==> src/rtl/mips_pkg.sv <==
// mips_pkg: shared control bundle, ALU op codes and the NOP control word.
package mips_pkg;
  typedef struct packed {
    logic       reg_dst;
    logic       alu_src;
    logic       reg_write;
    logic       mem_read;
    logic       mem_write;
    logic       mem_to_reg;
    logic [1:0] alu_op;
  } ctrl_t;
  localparam logic [1:0] ALUOP_ADD = 2'd0;
  localparam logic [1:0] ALUOP_RTYPE = 2'd3;
  localparam ctrl_t CTRL_NOP = '0;
endpackage

==> src/rtl/hazard_detect.sv <==
// hazard_detect: load-use stall request when the EX-stage load writes a register the ID instruction reads.
module hazard_detect #(
  parameter int REG_AW = 5
) (
  input  logic              ex_valid_i,
  input  logic              ex_mem_read_i,
  input  logic [REG_AW-1:0] ex_rt_i,
  input  logic              id_valid_i,
  input  logic [REG_AW-1:0] id_rs_i,
  input  logic [REG_AW-1:0] id_rt_i,
  output logic              stall_o
);
  // $0 is hardwired, so a load targeting it never creates a dependency
  assign stall_o = ex_valid_i & ex_mem_read_i & (ex_rt_i != '0) & id_valid_i
                 & ((ex_rt_i == id_rs_i) | (ex_rt_i == id_rt_i));
endmodule

==> src/rtl/id_ex_pipe.sv <==
// id_ex_pipe: ID/EX pipeline register with load-use bubble insertion and a saturating bubble counter.
module id_ex_pipe
  import mips_pkg::*;
#(
  parameter int DATA_W = 32,
  parameter int REG_AW = 5,
  parameter int CNT_W = 16
) (
  input  logic              clk_i,
  input  logic              rst_i,
  input  logic              stall_i,
  input  logic              flush_i,
  input  logic              valid_i,
  input  logic              RegDst_i,
  input  logic              ALUSrc_i,
  input  logic              RegWrite_i,
  input  logic              MemRead_i,
  input  logic              MemWrite_i,
  input  logic              MemtoReg_i,
  input  logic [1:0]        ALUOp_i,
  input  logic [DATA_W-1:0] rs_data_i,
  input  logic [DATA_W-1:0] rt_data_i,
  input  logic [DATA_W-1:0] imm_i,
  input  logic [REG_AW-1:0] rs_i,
  input  logic [REG_AW-1:0] rt_i,
  input  logic [REG_AW-1:0] rd_i,
  output logic              stall_o,
  output logic              valid_o,
  output logic              RegDst_o,
  output logic              ALUSrc_o,
  output logic              RegWrite_o,
  output logic              MemRead_o,
  output logic              MemWrite_o,
  output logic              MemtoReg_o,
  output logic [1:0]        ALUOp_o,
  output logic [DATA_W-1:0] rs_data_o,
  output logic [DATA_W-1:0] rt_data_o,
  output logic [DATA_W-1:0] imm_o,
  output logic [REG_AW-1:0] rs_o,
  output logic [REG_AW-1:0] rt_o,
  output logic [REG_AW-1:0] rd_o,
  output logic [CNT_W-1:0]  bubble_cnt_o
);
  localparam logic [CNT_W-1:0] CNT_ONE = 1;
  ctrl_t             r_ctrl;
  logic              r_valid;
  logic [DATA_W-1:0] r_rs_data, r_rt_data, r_imm;
  logic [REG_AW-1:0] r_rs, r_rt, r_rd;
  logic [CNT_W-1:0]  r_cnt;
  ctrl_t             w_ctrl_in;
  logic              w_stall, w_live, w_load_data, w_bubble;
  assign w_ctrl_in = '{reg_dst: RegDst_i, alu_src: ALUSrc_i, reg_write: RegWrite_i,
                       mem_read: MemRead_i, mem_write: MemWrite_i, mem_to_reg: MemtoReg_i,
                       alu_op: ALUOp_i};
  hazard_detect #(.REG_AW(REG_AW)) u_hazard (
    .ex_valid_i   (r_valid),
    .ex_mem_read_i(r_ctrl.mem_read),
    .ex_rt_i      (r_rt),
    .id_valid_i   (valid_i),
    .id_rs_i      (rs_i),
    .id_rt_i      (rt_i),
    .stall_o      (w_stall)
  );
  // flush outranks the bubble: a squashed slot loads data and is not counted
  assign w_bubble = w_stall & ~flush_i;
  assign w_live = valid_i & ~flush_i & ~w_stall;
  assign w_load_data = flush_i | ~w_stall;
  always_ff @(posedge clk_i or posedge rst_i) begin
    if (rst_i) begin
      r_valid <= 1'b0;
      r_ctrl <= CTRL_NOP;
      r_rs_data <= '0;
      r_rt_data <= '0;
      r_imm <= '0;
      r_rs <= '0;
      r_rt <= '0;
      r_rd <= '0;
      r_cnt <= '0;
    end else if (!stall_i) begin
      r_valid <= w_live;
      r_ctrl <= w_live ? w_ctrl_in : CTRL_NOP;
      if (w_load_data) begin
        r_rs_data <= rs_data_i;
        r_rt_data <= rt_data_i;
        r_imm <= imm_i;
        r_rs <= rs_i;
        r_rt <= rt_i;
        r_rd <= rd_i;
      end
      if (w_bubble && !(&r_cnt)) r_cnt <= r_cnt + CNT_ONE;
    end
  end
  assign stall_o = w_stall;
  assign valid_o = r_valid;
  assign RegDst_o = r_ctrl.reg_dst;
  assign ALUSrc_o = r_ctrl.alu_src;
  assign RegWrite_o = r_ctrl.reg_write;
  assign MemRead_o = r_ctrl.mem_read;
  assign MemWrite_o = r_ctrl.mem_write;
  assign MemtoReg_o = r_ctrl.mem_to_reg;
  assign ALUOp_o = r_ctrl.alu_op;
  assign rs_data_o = r_rs_data;
  assign rt_data_o = r_rt_data;
  assign imm_o = r_imm;
  assign rs_o = r_rs;
  assign rt_o = r_rt;
  assign rd_o = r_rd;
  assign bubble_cnt_o = r_cnt;
endmodule

==> config.mk <==
export PLATFORM = sky130hd
export DESIGN_NAME = id_ex_pipe
export DESIGN_NICKNAME = d
export VERILOG_FILES = /design/src/rtl/mips_pkg.sv /design/src/rtl/hazard_detect.sv /design/src/rtl/id_ex_pipe.sv
export SDC_FILE = /design/constraint.sdc
export NUM_CORES = 1
export LEC_CHECK = 0
export ABC_AREA = 1
export CAP_MARGIN = 0
export CORE_ASPECT_RATIO = 2
export CORE_UTILIZATION = 46
export DETAILED_ROUTE_END_ITERATION = 8
export GPL_ROUTABILITY_DRIVEN = 0
export PLACE_DENSITY = 0.84
export SYNTH_ARGS = -nofsm -noshare
export SYNTH_HDL_FRONTEND = slang
export SYNTH_SLANG_ARGS = --single-unit
==> constraint.sdc <==
create_clock -name clk_i -period 9.55 [get_ports clk_i]
set_clock_uncertainty 0.15 [all_clocks]
set_input_delay 0.955 -clock clk_i [delete_from_list [all_inputs] [get_ports clk_i]]
set_output_delay 0.955 -clock clk_i [all_outputs]
set_load 0.01 [all_outputs]
; Word-level counts from Yosys, hierarchy flattened
; Index checks and enable logic that the tools add are counted.
; Widths: inputs -> output; s select.
[classes]
addsub = 1
eq_ne = 2
muxes = 1
bitwise = 12
reduce_logical = 6
[ops]
columns = op, count
row1 = $add 16x1->16 const B, 1
row2 = $reduce_and 16->1, 1
row3 = $eq 5x5->1, 2
row4 = $mux 8, 1
row5 = $and 1x1->1, 7
row6 = $reduce_bool 5->1, 1
row7 = $reduce_and 2->1, 2
row8 = $not 1->1, 3
row9 = $or 1x1->1, 2
row10 = $logic_and 1x1->1, 1
row11 = $logic_not 1->1, 1
[word_totals]
register_bits = 136
in_bits = 124
out_inout_bits = 137
wordCells = 37

; Logic depth before layout (Yosys ltp)
; Gate-level depths: netlist of run 1.
[depth]
depth_word = 7
ltp_mapped = 12
mapped_depth_nobuf = 10

; Hierarchy
; A second synthesis of run 1 with hierarchy kept.
[hier_totals]
cells_unflattened = 464
area_unflattened_um2 = 5725.5
[modules_own_cells]
columns = module, n_inst, cells_per_inst, area_each_um2, seq_area_each_um2
row1 = id_ex_pipe, 1, 419, 5526.6, 3403.3
row2 = hazard_detect, 1, 45, 198.9, 0.0

; Least setup slack after synthesis of run 1
; Ideal clock, no wire load.
[synth_path]
path_type = in2out
startpoint = in rt_i[3]
endpoint = out stall_o
arrival_time_ns = 1.649
t_required_ns = 8.445
setup_slack_ns = 6.796
stages = 8
path_buffers = 0
cell_sequence = inv_1 nand2_1 nand2_1 nor2_1 nand3_1 nand2_1 nand2_1 inv_1
[synth_between]
elab_chain_len = 3
[synth_rtl]
columns = element, line_no
row1 = from (decl), id_ex_pipe.sv:25  ; input logic [REG_AW-1:0] rt_i,
row2 = $eq 5x5->1, hazard_detect.sv:15  ; & ((ex_rt_i == id_rs_i) | (ex_rt_i == id_rt_i));
row3 = $or 1x1->1, hazard_detect.sv:15
row4 = $and 1x1->1, hazard_detect.sv:15
row5 = to (decl), id_ex_pipe.sv:27  ; output logic stall_o,
; No other way between the ends.

; Worst setup path after layout of run 1
[layout_path]
startpoint = in rs_i[3]
endpoint = out stall_o
[layout_between]
elab_chain_len = 3
[layout_rtl]
columns = element, line_no
row1 = from (decl), id_ex_pipe.sv:24  ; input logic [REG_AW-1:0] rs_i,
row2 = $eq 5x5->1, hazard_detect.sv:15
row3 = $or 1x1->1, hazard_detect.sv:15
row4 = $and 1x1->1, hazard_detect.sv:15
; No other way between the ends.

==> flow_metrics.py, run 1 <==
metrics = {
    "outcome": {
        "status": "completed",
    },
    "power_and_ir_drop": {
        "power_density_nw_per_um2": 172,
        "peakVddDrop_mv": 0.139,
        "leakage_nw": 4.44,
    },
    "clock_network": {
        "cts-resized-gates": 0,
        "clk_root_buffer_cell": "clkbuf_16",
        "clock_sinks": 136,
        "clk_latency_ns": 0.41,
        "post_cts_buffers": 0,
        "h-tree-depth": 4,
        "clk_pin_slew_ns": 0.06,
        "hold_buffers": 0,
        "cts_tree": "done",
        "cts_buffer_depth": 2,
        "numCtsBuffers": 17,
    },
    "synth": {
        "yosysMostFrequentCell": "nand2_1",
        "synth_top_area_share_pct": 57.4,
        "synthMuxAreaShare_pct": 0,
        "synth-compound-area-share_pct": 1.79,
        "ys_async_sr_fraction_pct": 100,
        "synthTopCellsByCount": "nand2_1, dfrtp_1, nand3_1",
        "synth_seq_area_share_pct": 57.4,
        "synth_top_area_cell": "dfrtp_1",
        "synthAdderAreaFrac_pct": 0.211,
        "synth_cells": 699,
        "synth-edff-count": 0,
        "synth_area_leaders": "dfrtp_1, nand2_1, nand3_1",
        "synthSimpleGateAreaFrac_pct": 33.0,
        "synth-seq-cells": 136,
        "synth_top_flop_cell": "dfrtp_1",
        "synthXorXnorAreaFrac_pct": 1.92,
        "synth.avg_cell_area_um2": 8.48,
        "synth_warnings": 0,
        "synth_top_family_by_area": "simple AND/OR/NAND/NOR gates",
        "netlist_area_um2": 5930,
        "synth_nets": 824,
        "synth.distinct_cells": 27,
    },
    "global_route": {
        "grt-ovfl-total": 0,
        "grt_pass1_vias": 5780,
        "grt_start_max_net_pins": 101,
        "grt_pass1_wl_mm": 28.7,
        "antenna_found_initial": 0,
        "grt_usage_pct": 28.7,
    },
    "cells_and_area": {
        "antenna_cells": 0,
        "area.growth.synth_to_final_pct": 54.0,
        "layout.nets": 1068,
        "drive_gt1_share_pct": 5.02,
    },
    "sta": {
        "max-slew-margin-rel_pct": 29.0,
        "finalSetupTns_ns": 0,
        "period_needed_ns": 3.88,
        "report.final.hold_viol_count": 0,
        "worst_pin_slew_ns": 1.07,
        "rsz0062_at_grt": "no",
        "setup_viol": 0,
        "slew_viol_final": 0,
        "whs_ns": 0.319,
        "fmax_mhz": 257,
        "post-route-period-util_pct": 40.7,
    },
    "min_path": {
        "min_to": "rt_data_o[30]",
        "hold_path_class": "reg -> reg",
        "worstHoldStart": "rt_data_o[30]",
        "hold_depth": 2,
    },
    "route": {
        "drc": 0,
        "via_per_inst": 5.15,
        "route.detailed.wl_per_inst_um": 16.7,
        "num_vias": 5693,
        "drtAntennaViolNets": 0,
        "first_iter_violations": 300,
        "wl_mm": 18.4,
        "dr.pass1.iters": 5,
    },
    "worst_setup_path": {
        "critical-path-top-delay-family": "buffers and inverters",
        "r2r_start": "rt_o[0]",
        "start_kind": "input pin",
        "critPathMaxStageDelay_ns": 0.53,
        "reg2reg_slack_ns": 6.61,
        "cp-end-kind": "output port",
        "cp_slowest_cell": "clkdlybuf4s50_1",
        "worstSetupPathType": "in -> out",
        "worstPathCellList": "clkdlybuf4s50_1 > inv_1 > nand2_1 > nand2_1 > nor2_1 > nand3_1 > nand2_1 > nand2_1 > inv_1 > clkdlybuf4s50_1",
        "timing.rr.end": "rt_o[2]",
        "cp_max_fo": 10,
        "cp.required_ns": 8.45,
        "reg2reg_depth": 9,
        "cp_common_cell": "nand2_1",
        "crit_arrival_ns": 2.78,
        "worst-path-buf-inv": 4,
    },
    "die": {
        "io_pins": 261,
        "coreArea_um2": 12600,
        "initial_core_util_pct": 47.2,
        "die_x_um": 82.3,
        "dieArea_um2": 13400,
        "die_y_um": 163,
        "row_count": 58,
    },
    "placed_design": {
        "place.detailed.hpwl_mm": 12.6,
        "portBuffers": 260,
    },
    "run": {
        "drv_cap": 0,
    },
}
==> worst register-to-register path: stages, from the launching register on <==
cell     delay [ns]
dfrtp_1        0.44
nor2_1         0.13
nor2_1         0.05
nor2_1         0.10
nand3_1        0.08
nand2_1        0.13
nand3_4        0.24
nand2_4        0.40
buf_4          0.75
o21ai_0        0.29
==> registers in the layout, summed over array words and instances, names as in the netlist <==
name / flops
ALUOp_o: 2
ALUSrc_o: 1
MemRead_o: 1
MemWrite_o: 1
MemtoReg_o: 1
RegDst_o: 1
RegWrite_o: 1
bubble_cnt_o: 16
imm_o: 32
rd_o: 5
rs_data_o: 32
rs_o: 5
rt_data_o: 32
rt_o: 5
valid_o: 1
==> logic make-up after synthesis <==
family | Yosys count
flip-flops | 136
XOR/XNOR | 13
AND/OR/NAND/NOR | 459
adder cells (fa/ha/maj) | 1
AO/OA/AOI/OAI | 19
buffers and inverters | 71
==> cell type report <==
cell class | count | area (um2)
clock buffer | 19 | 443
clock inverter | 13 | 146
fill | 946 | 3420
inverter | 32 | 126
multi-input combinational | 492 | 2190
sequential | 136 | 3400
tap | 150 | 188
timing repair buffer | 264 | 2630
==> power by group <==
part | internal (W) | total [W] | switching (W)
sequential | 0.000623 | 0.000653 | 0.0000301
clock | 0.000394 | 0.000649 | 0.000255
combinational | 0.000150 | 0.000271 | 0.000120
total | 0.00117 | 0.00157 | 0.000406
==> cell usage in the layout (no fill, tap or decap), drive strengths merged, types with 9 or more instances in the layout <==
| cell type | count |
|---|---|
| clkdlybuf4s50 | 260 |
| nand3 | 121 |
| nor2 | 34 |
| nor3 | 15 |
| inv | 32 |
| clkinv | 9 |
| clkbuf | 19 |
| nand2 | 284 |
| o21ai | 19 |
| xor2 | 9 |
| dfrtp | 136 |
==> worst max path at each step <==
stage | start | to | slack, ns | cells after the start
6_report | rs_i[3] | stall_o | 5.67 | 10
5_1_grt | rs_i[3] | stall_o | 5.46 | 10
4_1_cts | rs_i[3] | stall_o | 5.67 | 10
3_5_place_dp | stall_i | rt_o[2] | 5.54 | 5
3_3_place_gp | stall_i | rt_o[2] | 5.55 | 5
2_1_floorplan | rst_i | ALUOp_o[0] | 4.81 | 1
==> metal layers <==
layer,up-vias,global-route usage [%],wire length (um)
met2,228,47.6,9630
met3,78,7.34,1080
met1,2680,30.7,6510
met5,-,0,0
met4,0,20.1,1210
li1,2707,-,-
==> per-stage QoR <==
stage	total power (W)	utilization [%]	cells	setup WS, ns	instance area, um2
final	0.00157	72.7	1106	5.67	9130
after global placement	0.000928	68.0	1074	5.55	8540
after CTS	0.00159	72.7	1106	5.67	9130
after floorplan	0.000759	-	699	4.81	5930
after detailed placement	0.000934	68.0	1074	5.54	8540
after global routing	0.00164	72.7	1106	5.46	9130
No activity file was read; power rests on OpenSTA's default activity.
==> inputs of run 2 (changes only) <==
- CORE_UTILIZATION: 46 -> 42
- PLACE_DENSITY: 0.84 -> 0.77
- clock period: 9.55 -> 3.6 ns (I/O delays scaled with it)
==> run 2 against run 1 <==
Sequential power grew to 2.6 times the previous value; combinational power grew to 2.7 times the previous value; via count is 1.7% lower; wire length is 2.4% lower; worst hold slack worse by 0.0021 ns; flip-flop and latch count stayed put; first-iteration DRC count is 5.7% lower; critical path depth is 1 lower; register-to-register slack worse by 5.2 ns; cell count is 3.8% higher; global-route usage is 3.8 points lower; core utilization is 5.9 points lower; critical path type is now reg -> out; largest cell class unchanged.
==> flow_metrics.py, run 2 (synthesis gave the netlist of run 1 again) <==
metrics = {
    "clock_network": {
        "cts_buffer_depth": 2,
        "clk_root_buffer_cell": "clkbuf_16",
        "cts_tree": "done",
        "hold_buffers": 0,
        "clock_sinks": 136,
        "numCtsBuffers": 17,
        "clk_pin_slew_ns": 0.06,
        "clk_latency_ns": 0.41,
        "cts-resized-gates": 0,
        "post_cts_buffers": 0,
        "h-tree-depth": 4,
    },
    "sta": {
        "finalSetupTns_ns": 0,
        "fmax_mhz": 368,
        "period_needed_ns": 2.71,
        "rsz0062_at_grt": "no",
        "slew_viol_final": 0,
        "post-route-period-util_pct": 75.4,
        "worst_pin_slew_ns": 0.823,
        "setup_viol": 0,
        "max-slew-margin-rel_pct": 44.7,
        "report.final.hold_viol_count": 0,
    },
    "global_route": {
        "grt_pass1_wl_mm": 27.8,
        "grt-ovfl-total": 0,
        "grt_usage_pct": 24.9,
        "grt_start_max_net_pins": 137,
        "antenna_found_initial": 1,
        "grt_pass1_vias": 5444,
    },
    "cells_and_area": {
        "multi_input_comb_area_um2": 2190,
        "layout_common_cells": "nand2_1, clkdlybuf4s50_1, dfrtp_1, nand3_1, nor2_1",
        "layout.nets": 1070,
        "area.growth.synth_to_final_pct": 55.6,
        "drive_gt1_share_pct": 5.01,
        "seqCellArea_um2": 3400,
        "layout.filler_cells": 1130,
        "stdcell_count": 1148,
        "final_common_cell": "nand2_1",
        "fin_util_pct": 66.8,
    },
    "power_and_ir_drop": {
        "peakVddDrop_mv": 0.339,
        "leakage_nw": 4.45,
        "power_density_nw_per_um2": 451,
    },
    "route": {
        "wl_met2_mm": 9.46,
        "drtAntennaViolNets": 0,
        "route.detailed.wl_per_inst_um": 15.7,
        "wl_met3_um": 860,
        "drc": 0,
        "first_iter_violations": 283,
        "via_per_inst": 4.87,
        "dr.pass1.iters": 5,
        "num_vias": 5595,
        "wl_mm": 18.0,
        "wl_met1_mm": 6.73,
        "top_layer": "met4",
    },
    "worst_setup_path": {
        "worstPathCellList": "inv_2 > nand2_1 > nand2_1 > nor2_1 > nand3_1 > nand2_1 > nand2_1 > inv_1 > clkdlybuf4s50_1",
        "cp_max_fo": 10,
        "critPathMaxStageDelay_ns": 0.53,
        "worst-path-buf-inv": 3,
        "cp_slowest_cell": "clkdlybuf4s50_1",
        "cp-end-kind": "output port",
        "critical-path-top-delay-family": "buffers and inverters",
        "start_kind": "flip-flop",
        "crit_arrival_ns": 2.20,
        "cp_common_cell": "nand2_1",
        "reg2reg_slack_ns": 1.41,
        "worstSetupPathType": "reg -> out",
        "cp.required_ns": 3.09,
    },
    "die": {
        "die_x_um": 86.0,
        "row_count": 61,
        "die_y_um": 170,
        "dieArea_um2": 14600,
        "io_pins": 261,
        "coreArea_um2": 13800,
        "initial_core_util_pct": 42.9,
    },
    "placed_design": {
        "place.detailed.hpwl_mm": 12.4,
        "placed_cells": 1115,
        "portBuffers": 260,
    },
    "run": {
        "drv_cap": 0,
    },
    "min_path": {
        "hold_path_class": "reg -> reg",
    },
    "outcome": {
        "status": "completed",
    },
}
run 2: through the flow:
step	setup slack (ns)	hold WS [ns]	cell area [um2]	total power [W]
global route	0.725	0.334	9230	0.00434
detailed placement	0.938	0.307	8640	0.00248
CTS	0.865	0.321	9220	0.00421
finish	0.886	0.317	9230	0.00416
global placement	0.963	0.303	8640	0.00247
floorplan	1.40	0.348	5930	0.00201
run 2: path summary, 6_finish.rpt:
path,endpoint,from,cells past startpoint
min,rd_o[0],rd_o[0],2
min in group asynchronous,imm_o[20],rst_i,3
max reg2reg,bubble_cnt_o[14],bubble_cnt_o[0],8
max,stall_o,rt_o[3],9
min reg2reg,rd_o[0],rd_o[0],2
max in group asynchronous,rs_data_o[19],rst_i,3
run 2: final cells by class:
class | instances | area share (%)
antenna | 1 | 0.0271
clock buffer | 20 | 4.73
clock inverter | 12 | 1.57
inverter | 32 | 1.36
multi-input combinational | 492 | 23.7
sequential | 136 | 36.9
tap | 189 | 2.56
timing repair buffer | 266 | 29.1
run 2: worst register-to-register path: cells and delay by family (launching register included):
family | cells | cell delay (ns)
AND/OR/NAND/NOR | 6 | 0.84
AO/OA/AOI/OAI | 1 | 0.45
flip-flops | 1 | 0.41
adder cells (fa/ha/maj) | 1 | 0.23
run 2: layer usage:
metal / global-route usage [%] / vias to the layer above
li1: - / 2718
met2: 44.2 / 200
met3: 4.75 / 53
met5: 0 / -
met1: 27.3 / 2624
met4: 14.1 / 0
run 2: power breakdown:
group / switching (W) / internal, W / total, W / leakage, nW
clock: 0.000678 / 0.00103 / 0.00171 / 0.276
combinational: 0.000318 / 0.000403 / 0.000721 / 2.48
sequential: 0.0000760 / 0.00165 / 0.00173 / 1.69
total: 0.00107 / 0.00309 / 0.00416 / 4.45
